===== src/rtl/vector_pair_loader.sv =====
// Ping-pong staging buffer: packs serial (a, b) element pairs into VLEN-wide frames
// and hands completed frames to the dot-product stage over a valid/ready handshake.
module vector_pair_loader #(
    parameter int unsigned VLEN = 5,
    parameter int unsigned DW   = 32
) (
    input  logic               clk,
    input  logic               rst_n,
    input  logic               in_valid,
    output logic               in_ready,
    input  logic [DW-1:0]      in_a,
    input  logic [DW-1:0]      in_b,
    input  logic               in_last,
    output logic               out_valid,
    input  logic               out_ready,
    output logic [DW*VLEN-1:0] A,
    output logic [DW*VLEN-1:0] B,
    output logic               frame_err,
    output logic [1:0]         occupancy
);

    localparam int unsigned IW = (VLEN > 1) ? $clog2(VLEN) : 1;

    logic [DW*VLEN-1:0] bank_a_q [2];
    logic [DW*VLEN-1:0] bank_b_q [2];
    logic [1:0]         full_q;
    logic               wr_bank_q;
    logic               rd_bank_q;
    logic [IW-1:0]      idx_q;
    logic               frame_err_q;

    logic accept;
    logic at_end;
    logic complete;
    logic bad_frame;
    logic pop;

    assign in_ready  = !full_q[wr_bank_q];
    assign accept    = in_valid && in_ready;
    assign at_end    = (idx_q == IW'(VLEN - 1));
    assign complete  = accept && at_end && in_last;
    // Early end or missing end: in_last disagrees with the slot position.
    assign bad_frame = accept && (at_end != in_last);

    assign out_valid = full_q[rd_bank_q];
    assign pop       = out_valid && out_ready;
    assign A         = bank_a_q[rd_bank_q];
    assign B         = bank_b_q[rd_bank_q];
    assign frame_err = frame_err_q;
    assign occupancy = {1'b0, full_q[0]} + {1'b0, full_q[1]};

    always_ff @(posedge clk or negedge rst_n) begin
        if (!rst_n) begin
            bank_a_q[0] <= '0;
            bank_a_q[1] <= '0;
            bank_b_q[0] <= '0;
            bank_b_q[1] <= '0;
            full_q      <= '0;
            wr_bank_q   <= 1'b0;
            rd_bank_q   <= 1'b0;
            idx_q       <= '0;
            frame_err_q <= 1'b0;
        end else begin
            frame_err_q <= bad_frame;

            if (accept) begin
                bank_a_q[wr_bank_q][DW*int'(idx_q) +: DW] <= in_a;
                bank_b_q[wr_bank_q][DW*int'(idx_q) +: DW] <= in_b;
                if (complete || bad_frame) begin
                    idx_q <= '0;
                end else begin
                    idx_q <= idx_q + IW'(1);
                end
            end

            // A completing bank is empty and a popping bank is full, so they never collide.
            if (complete) begin
                full_q[wr_bank_q] <= 1'b1;
                wr_bank_q         <= !wr_bank_q;
            end
            if (pop) begin
                full_q[rd_bank_q] <= 1'b0;
                rd_bank_q         <= !rd_bank_q;
            end
        end
    end

endmodule


===== config.mk =====
export PLATFORM = sky130hd
export DESIGN_NAME = vector_pair_loader
export DESIGN_NICKNAME = d
export VERILOG_FILES = /design/src/rtl/vector_pair_loader.sv
export SDC_FILE = /design/constraint.sdc
export NUM_CORES = 1
export LEC_CHECK = 0
export ABC_CLOCK_PERIOD_IN_PS = 2900
export CAP_MARGIN = 20
export CELL_PAD_IN_SITES_DETAIL_PLACEMENT = 0
export CELL_PAD_IN_SITES_GLOBAL_PLACEMENT = 2
export CORE_MARGIN = 10
export CORE_UTILIZATION = 39
export DETAILED_ROUTE_END_ITERATION = 8
export PLACE_DENSITY = 0.88
export SLEW_MARGIN = 20
export SYNTH_ARGS = -nofsm -noshare
export SYNTH_HDL_FRONTEND = slang
export SYNTH_SLANG_ARGS = --single-unit
export TNS_END_PERCENT = 30

===== constraint.sdc =====
create_clock -name clk -period 2.9 [get_ports clk]
set_input_delay 0.435 -clock clk [delete_from_list [all_inputs] [get_ports clk]]
set_output_delay 0.435 -clock clk [all_outputs]
set_load 0.03 [all_outputs]

# Word level (Yosys, flattened, before mapping)
# Cells that the tools add are included.
# classes
n_shift	3
n_bitwise	5
order_cmp	7
reduce_logical	12
n_addsub	3
muxes	21
eq_ne	2
# ops
cell	n
two-way mux 160 bit	7
bitwise mux 320 bit	2
indexed part select 32 x 34 -> 160 bit	2
demux 160 bit (select 1 bit)	1
variable shift 32 x 34 -> 160 bit (first input constant)	1
negation 8 -> 34 bit	1
logical AND 1 bit	8
two-way mux 1 bit	6
greater-or-equal comparator 2 bit (second input constant)	2
less-than comparator 1 x 2 -> 1 bit (second input constant)	2
two-way mux 2 bit	2
NOT 1 -> 2 bit	2
adder 3 x 1 -> 3 bit (second input constant)	1
== test 3 bit (second input constant)	1
logical NOT 1 bit	3
two-way mux 3 bit	1
adder 1 x 1 -> 2 bit	1
bitwise AND 2 bit	1
demux 1 bit (select 1 bit)	2
greater-or-equal comparator 1 bit (second input constant)	2
less-than comparator 2 x 1 -> 1 bit (second input constant)	1
NOT 2 bit	1
bitwise OR 2 bit	1
logical OR 1 bit	1
!= test 1 bit	1
# totals
output_inout_bits	325
inputBits	69
elab_cells	62
register_bits	648

# Depth between registers and ports, before layout
# Gate-level depths: netlist of run 1.
# logic_depth
word_depth	9
depth_mapped	10
mapped_depth_nobuf	6

# Least setup slack after synthesis of run 1
# Ideal clock, no wire load.
# synth_path
kind	register -> register
startpoint	reg idx_q[0]
endpoint	reg bank_a_q[100] (netlist bit)
t_required_ps	2775
slack_ps	258
period_less_slack_ps	2642
n_path_buf	2
setup_time_ps	125
t_arrival_ps	2517
stages_incl_launch_ff	9
cell_sequence	dfrtp_1 > buf_2 > inv_1 > ha_1 > ha_1 > o311ai_1 > nor2_1 > clkbuf_1 > mux2_2
# synth_between
elab_chain_cells	5
elab_cells_between_ends	6
cone_classes	add/sub (1); shift (2); mux (3)
# synth_rtl
element	line_no	rtl
start, declared	29	logic [IW-1:0] idx_q;
start signal, assigned	72	idx_q <= idx_q + IW'(1);
negation 8 -> 34 bit *	67	bank_a_q[wr_bank_q][DW*int'(idx_q) +: DW] <= in_a;
variable shift 32 x 34 -> 160 bit	67	
two-way mux 160 bit (not written as such)	67	
demux 160 bit (select 1 bit)	67	
bitwise mux 320 bit *	67	
end signal, assigned by index	67	
end, declared	24	logic [DW*VLEN-1:0] bank_a_q [2];
# Every way passes the cells marked *; elsewhere a longest branch is shown, timed or not.
# A chain may end at the register's enable or synchronous reset.

# Worst setup path in the final report of run 1
# layout_path
startpoint	reg rd_bank_q
endpoint	out B[83]
# layout_between
elab_chain_cells	4
# layout_rtl
element	line_no	rtl
start, declared	28	logic rd_bank_q;
start signal, assigned	83	rd_bank_q <= !rd_bank_q;
NOT 1 -> 2 bit (not written as such)	48	assign B = bank_b_q[rd_bank_q];
two-way mux 160 bit (not written as such) (3 in series)	48	
end, declared	17	output logic [DW*VLEN-1:0] B,
# Every way passes these cells. The select of a mux whose other input is x is not followed.

==> run_results.csv, run 1 <==
group,metric,value,unit
detailed_routing,detail-route-antenna-nets,0,
global_routing,track_usage,0.195,
critical_path,timing.critical_path.from_type,"flip-flop",
global_routing,remaining_global_route_overflow,0,
die,die-width,297,um
clock_tree,cts.reportedPaths.clkPinSlew,50,ps
final_layout,nNetsFinal,2624,
sta,slew_of_the_pin_with_the_lowest_slew_margin,1000,ps
synth,synth_top_cells_by_area,"sky130_fd_sc_hd__dfrtp_1, sky130_fd_sc_hd__mux2_2, sky130_fd_sc_hd__mux2_1, sky130_fd_sc_hd__o31ai_1, sky130_fd_sc_hd__mux2_4",
power,power_density,863,nW/um^2
critical_path,critical_path.max_fanout,37,
detailed_routing,detail_route.iter0.violations,981,
clock_tree,worst_skew_pair.late_latency,610,ps
die,design.core.area,75800,sq um
detailed_routing,route.detailed.wl_per_inst,24.3,um
critical_path,r2r_slack,130,ps
sta,whs,404,ps
global_routing,grt_first_pass_wirelength,132000,um
final_layout,area.growth.synth_to_final,26.1,%
synth,cells_after_synthesis,2170,
detailed_routing,detail_route.vias_per_cell,5.43,
placed_design,dp_hpwl,57800,um
sta,finalSetupViolCount,72,
critical_path,worst_setup_path_class,"reg -> out",
clock_tree,clk_root_buffer_cell,"sky130_fd_sc_hd__clkbuf_16",
global_routing,gr-usage-met3,0.0397,
die,floorplan.die.height,297,um
status,failed_checks,"setup timing",
synth,yosys.cell_types.count,38,
detailed_routing,dr_total_vias,19500,
sta,fin_ws,-55.4,ps
placed_design,i_o_buffers,393,
die,top_level_ports,394,
global_routing,antenna_found_initial,8,
critical_path,cp-end-kind,"output port",
sta,finalHoldViolations,0,
clock_tree,cts-buffers-inserted,74,
detailed_routing,routed_wl,87200,um
critical_path,critical_path_required,2470,ps
sta,grt_setup_unrepaired,"true",
final_layout,final_layout_size_suffix_gt1_frac,0.370,
synth,synth.top_cell.area_share,0.544,
status,run_status,"finished, violations left",
sta,timing.clock.skew,20.9,ps
global_routing,maximum_number_of_pins_on_one_net_before_global_route_repair,113,
synth,synthesis.nets,2247,
critical_path,worstPathArrival,2520,ps
sta,final_max_tran_viols,0,
sta,slew-limit-headroom,0.321,
placed_design,gp_congestion,0.763,
die,placementRows,101,
power,power.static_leakage,19.2,nW
synth,average_size_of_a_mapped_cell,13.7,sq um
global_routing,grt.busiest_layer,"met2",
min_path,hold_path.class,"in -> async",
global_routing,grt_util_met2,0.331,
power,vdd.ir_drop.worst,527,uV
power,finalPower,0.0325,W
clock_tree,max-clock-path-buffers,3,
die,die-area,87900,sq um
detailed_routing,drc,0,
sta,max_freq,0.338,GHz
global_routing,global_route_met1_utilization,0.247,
clock_tree,cts_max_level,3,
synth,synth_warnings,0,
sta,layout_min_cycle_time,2960,ps
global_routing,grt_pass1_vias,21400,
clock_tree,cts.sink_count,648,
sta,final.period_utilization,1.02,
die,initial_utilization,0.393,
synth,synth_top_area_cell,"sky130_fd_sc_hd__dfrtp_1",
clock_tree,cts_tree,"done",
synth,synth.ff_latch_count,648,
synth,post_synth_instance_area,29800,sq um
detailed_routing,drt_first_pass_iters,5,
synth,seq_area_frac_synth,0.544,
job,max_cap_violations,0,
==> critical path, stage by stage, from the launching register on <==
cell and delay (ps):
sky130_fd_sc_hd__dfrtp_4 550, sky130_fd_sc_hd__buf_8 330, sky130_fd_sc_hd__mux2_2 400, sky130_fd_sc_hd__clkdlybuf4s50_1 630
==> synth_stat cells (all sizes together) <==
cell    count
ha          8
nand2b      3
a21o        2
o31ai     128
xor2        1
inv         5
nor2b       3
and2      127
or2         2
buf        49
and3        2
nand3       1
mux2      833
nor4bb      1
clkbuf    133
nor2        8
a21oi       1
mux2i       1
o21ai     131
o311ai      4
or3b        1
a32o        1
nor4b       1
nand4      68
and4b       1
dfrtp     648
nor3b       1
a31oi       1
or4         2
nand2       2
nand3b      1
==> metrics by stage <==
step	TNS (ps)	area, sq um	std cells	worst slack [ps]	util
after floorplan	0	29800	2170	258	-
after global placement	0	35300	3442	220	0.465
after detailed placement	0	35300	3442	180	0.465
after CTS	-21580	37600	3577	-186	0.496
after global routing	-9720	37600	3582	-141	0.496
final	-1470	37600	3583	-55.4	0.496
==> routing by layer <==
metal  up-vias  share of wire
met5         -        0.00067
met4         8          0.025
met3       124          0.051
met2       448           0.50
met1     10200           0.43
li1       8688              -
==> final cells by class <==
type	count	area (sq um)
clock buffer	107	2160
tap	978	1220
multi-input combinational	1335	12900
clock inverter	26	320
antenna	1	2.50
sequential	648	16200
timing repair buffer	483	4750
inverter	5	18.8
fill	6472	38200
==> registers in the layout (all words and copies together), names as in the netlist <==
register and cells:
frame_err 1, wr_bank_q 1, idx_q 3, rd_bank_q 1
full_q 2, bank_a_q 320, bank_b_q 320
==> final timing paths <==
kind | startpoint | to | cells past startpoint
max reg2reg | idx_q[0]$_DFFE_PN0P_ | bank_a_q[83]$_DFFE_PN0P_ | 7
max in group asynchronous | rst_n | bank_a_q[313]$_DFFE_PN0P_ | 4
min in group clk | bank_b_q[138]$_DFFE_PN0P_ | bank_b_q[138]$_DFFE_PN0P_ | 1
max | rd_bank_q$_DFFE_PN0P_ | B[83] | 3
min | rst_n | bank_a_q[202]$_DFFE_PN0P_ | 2
min reg2reg | bank_b_q[138]$_DFFE_PN0P_ | bank_b_q[138]$_DFFE_PN0P_ | 1
==> cells in the final DEF (no fill, tap or decap), types with 2 or more instances in the layout <==
| master | synthesis | routed |
|---|---|---|
| sky130_fd_sc_hd__o31ai_1 | 128 | 128 |
| sky130_fd_sc_hd__nor2b_4 | 0 | 2 |
| sky130_fd_sc_hd__buf_8 | 0 | 4 |
| sky130_fd_sc_hd__or4_4 | 0 | 2 |
| sky130_fd_sc_hd__clkbuf_1 | 133 | 16 |
| sky130_fd_sc_hd__and2_1 | 127 | 127 |
| sky130_fd_sc_hd__nor2_1 | 6 | 4 |
| sky130_fd_sc_hd__nor2_4 | 0 | 4 |
| sky130_fd_sc_hd__clkbuf_2 | 0 | 85 |
| sky130_fd_sc_hd__and3_1 | 2 | 2 |
| sky130_fd_sc_hd__dlymetal6s2s_1 | 0 | 80 |
| sky130_fd_sc_hd__clkbuf_16 | 0 | 76 |
| sky130_fd_sc_hd__mux2_2 | 586 | 586 |
| sky130_fd_sc_hd__nand4_1 | 68 | 68 |
| sky130_fd_sc_hd__buf_12 | 0 | 28 |
| sky130_fd_sc_hd__o311ai_1 | 3 | 2 |
| sky130_fd_sc_hd__mux2_4 | 60 | 60 |
| sky130_fd_sc_hd__o21ai_0 | 131 | 131 |
| sky130_fd_sc_hd__dfrtp_1 | 648 | 647 |
| sky130_fd_sc_hd__buf_4 | 2 | 62 |
| sky130_fd_sc_hd__clkinv_2 | 0 | 10 |
| sky130_fd_sc_hd__a21o_1 | 2 | 2 |
| sky130_fd_sc_hd__ha_1 | 8 | 8 |
| sky130_fd_sc_hd__buf_16 | 0 | 4 |
| sky130_fd_sc_hd__nand2_1 | 2 | 2 |
| sky130_fd_sc_hd__dlygate4sd2_1 | 0 | 64 |
| sky130_fd_sc_hd__bufinv_16 | 0 | 5 |
| sky130_fd_sc_hd__clkinvlp_4 | 0 | 5 |
| sky130_fd_sc_hd__mux2_1 | 187 | 187 |
| sky130_fd_sc_hd__inv_1 | 5 | 5 |
| sky130_fd_sc_hd__clkbuf_8 | 0 | 16 |
| sky130_fd_sc_hd__clkdlybuf4s50_1 | 0 | 153 |
| sky130_fd_sc_hd__nand2b_1 | 3 | 3 |
| sky130_fd_sc_hd__clkinv_8 | 0 | 4 |
==> timing repair <==
| action | 4_1_cts | 5_1_grt |
|---|---|---|
| gates resized for setup | 157 | 253 |
| endpoints found under the hold margin | 49 | 0 |
| setup endpoints to repair | 307 | 211 |
| gates cloned | 0 | 1 |
| setup buffers | 1 | 4 |
| hold buffers | 1 | 0 |
==> power breakdown <==
part | switching [W] | internal, W
combinational | 0.00663 | 0.00495
clock | 0.00379 | 0.00564
sequential | 0.000833 | 0.0106
==> kinds of logic after synthesis <==
logic type | after synthesis | synth area share
XOR/XNOR | 1 | 0.000294
AO/OA/AOI/OAI | 268 | 0.0566
AND/OR/NAND/NOR | 224 | 0.0470
multiplexers | 834 | 0.322
buffers and inverters | 187 | 0.0265
flip-flops | 648 | 0.544
adder cells (fa/ha/maj) | 8 | 0.00336
Power figures use the tool's default switching activity.
==> run 2, diff against run 1 <==
--- a/config.mk
+++ b/config.mk
@@ -13,5 +13,7 @@
 export CORE_UTILIZATION = 39
 export DETAILED_ROUTE_END_ITERATION = 8
+export HOLD_SLACK_MARGIN = 0.02
 export PLACE_DENSITY = 0.88
+export SKIP_LAST_GASP = 1
 export SLEW_MARGIN = 20
 export SYNTH_ARGS = -nofsm -noshare
==> constraint.sdc (replaced) <==
create_clock -name clk -period 2.9 [get_ports clk]
set_input_delay 0.87 -clock clk [delete_from_list [all_inputs] [get_ports clk]]
set_output_delay 0.87 -clock clk [all_outputs]
set_load 0.03 [all_outputs]
==> run_results.csv, run 2 (synthesis results as in run 1) <==
group,metric,value,unit
sta,fin_ws,-209,ps
final_layout,mostFrequentLayoutCells,"sky130_fd_sc_hd__dfrtp_1, sky130_fd_sc_hd__mux2_2, sky130_fd_sc_hd__mux2_1",
critical_path,critical_path_required,2030,ps
sta,grt_setup_unrepaired,"true",
global_routing,track_usage,0.196,
placed_design,dp_cells,3461,
sta,finalSetupViolCount,273,
die,placementRows,101,
final_layout,regArea,16200,sq um
power,vdd.ir_drop.worst,605,uV
die,die-area,87900,sq um
global_routing,remaining_global_route_overflow,0,
sta,layout_min_cycle_time,3110,ps
critical_path,critical_path.max_fanout,15,
final_layout,area.growth.synth_to_final,27.5,%
detailed_routing,dr_total_vias,19600,
clock_tree,cts.reportedPaths.clkPinSlew,60,ps
critical_path,crit_chain,"buf_12 > buf_12 > buf_6 > mux2_2 > buf_4",
global_routing,antenna_found_initial,5,
final_layout,final_design_area_no_fill,38000,sq um
min_path,hold_path.class,"in -> async",
global_routing,gr-usage-met3,0.0445,
detailed_routing,route.detailed.wl_per_inst,24.3,um
power,power.static_leakage,18.8,nW
final_layout,fin_cells,3624,
global_routing,grt.busiest_layer,"met2",
final_layout,fillers,6466,
clock_tree,cts_tree,"done",
detailed_routing,detail_route.iter0.violations,989,
clock_tree,cts_max_level,3,
critical_path,cp-end-kind,"output port",
clock_tree,clk_root_buffer_cell,"sky130_fd_sc_hd__clkbuf_16",
critical_path,rr_endpoint,"bank_a_q[55]$_DFFE_PN0P_",
clock_tree,cts-buffers-inserted,74,
die,die-width,297,um
critical_path,r2r_slack,250,ps
sta,slew-limit-headroom,0.351,
global_routing,grt_util_met2,0.339,
die,design.core.area,75800,sq um
sta,timing.clock.skew,20.5,ps
global_routing,grt_first_pass_wirelength,133000,um
status,run_status,"finished, violations left",
final_layout,final_layout_size_suffix_gt1_frac,0.411,
global_routing,global_route_met1_utilization,0.246,
final_layout,multi_input_area,12900,sq um
critical_path,worst_path_most_repeated_cell,"sky130_fd_sc_hd__buf_12",
clock_tree,cts.hold.buffers_added,0,
placed_design,preCtsSetupSlack,-260,ps
final_layout,nNetsFinal,2665,
sta,final.period_utilization,1.07,
job,max_cap_violations,0,
clock_tree,cts.sink_count,648,
die,top_level_ports,394,
sta,slew_of_the_pin_with_the_lowest_slew_margin,973,ps
clock_tree,max-clock-path-buffers,3,
clock_tree,worst_skew_pair.late_latency,620,ps
critical_path,crit_slowest_cell,"sky130_fd_sc_hd__dfrtp_4",
sta,max_freq,0.322,GHz
sta,final_max_tran_viols,0,
global_routing,maximum_number_of_pins_on_one_net_before_global_route_repair,129,
critical_path,worstPathArrival,2240,ps
sta,finalHoldViolations,0,
power,power_density,872,nW/um^2
placed_design,dp_hpwl,58800,um
die,floorplan.die.height,297,um
placed_design,i_o_buffers,393,
detailed_routing,drt_first_pass_iters,4,
placed_design,dpl_cell_area,35500,sq um
placed_design,gp_congestion,0.796,
detailed_routing,detail_route.vias_per_cell,5.41,
critical_path,worstReg2RegStart,"idx_q[0]$_DFFE_PN0P_",
detailed_routing,routed_wl,87900,um
final_layout,layout_commonest_cell,"sky130_fd_sc_hd__dfrtp_1",
critical_path,r2r.worst_path.cells,7,
global_routing,grt_pass1_vias,21300,
critical_path,critical-path-max-stage-delay,480,ps
critical_path,worst_setup_path_class,"reg -> out",
detailed_routing,drc,0,
detailed_routing,detail-route-antenna-nets,0,
die,initial_utilization,0.393,
critical_path,timing.critical_path.from_type,"flip-flop",
final_layout,reg.largest.list,"bank_a_q x320, bank_b_q x320, idx_q x3",
status,failed_checks,"setup timing",
==> run 2: layout make-up <==
cell class                      instances  share of cell area
Inverter                                5            0.000494
Antenna cell                            2            0.000132
Clock buffer                          102              0.0550
Multi-Input combinational cell       1335               0.340
Sequential cell                       648               0.427
Timing Repair Buffer                  524               0.135
Tap cell                              978              0.0322
Clock inverter                         30              0.0107
==> run 2: per-layer routing <==
layer	vias up	share of wire
li1	8755	-
met1	10300	0.42
met2	467	0.50
met3	120	0.055
met4	8	0.023
met5	-	0.00048
==> run 2: per-stage QoR <==
step	total power (W)	hold slack, ps	utilization	TNS [ps]
2_1_floorplan	0.0189	452	-	0
3_3_place_gp	0.0237	461	0.468	-19700
3_5_place_dp	0.0240	470	0.468	-32600
4_1_cts	0.0333	142	0.500	-64330
5_1_grt	0.0346	146	0.501	-58840
6_report	0.0331	159	0.501	-35080
==> run 2: what timing repair did <==
action,4_1_cts,5_1_grt
setup buffers,14,13
pin swaps,0,0
endpoints found under the setup margin,318,323
gates cloned,1,1
gates resized for setup,498,189
==> run 2: report_power, final <==
group	internal [W]	switching (W)	total, W
Clock	0.00578	0.00382	0.00960
Sequential	0.0106	0.000822	0.0114
Combinational	0.00533	0.00678	0.0121
Total	0.0217	0.0114	0.0331
==> run 2: how the worst max path moves through the flow <==
stage,startpoint,to,slack (ps)
6_report,rd_bank_q$_DFFE_PN0P_,B[74],-210
3_5_place_dp,in_valid,bank_a_q[292]$_DFFE_PN0P_,-260
3_3_place_gp,in_valid,bank_a_q[163]$_DFFE_PN0P_,-170
4_1_cts,rd_bank_q$_DFFE_PN0P_,B[87],-330
2_1_floorplan,idx_q[0]$_DFFE_PN0P_,bank_a_q[100]$_DFFE_PN0P_,260
5_1_grt,rd_bank_q$_DFFE_PN0P_,B[68],-290
==> run 2: worst max-delay path, delay by kind of cell (launching register included) <==
kind	cells	cell delay, ps
mux	1	400
buf+inv	4	740
flops	1	480
==> run 3, diff against run 2 <==
- SLEW_MARGIN: 20 -> not set
==> results of run 3 <==
No change in the layout: final DEF, timing and power equal those of run 2.
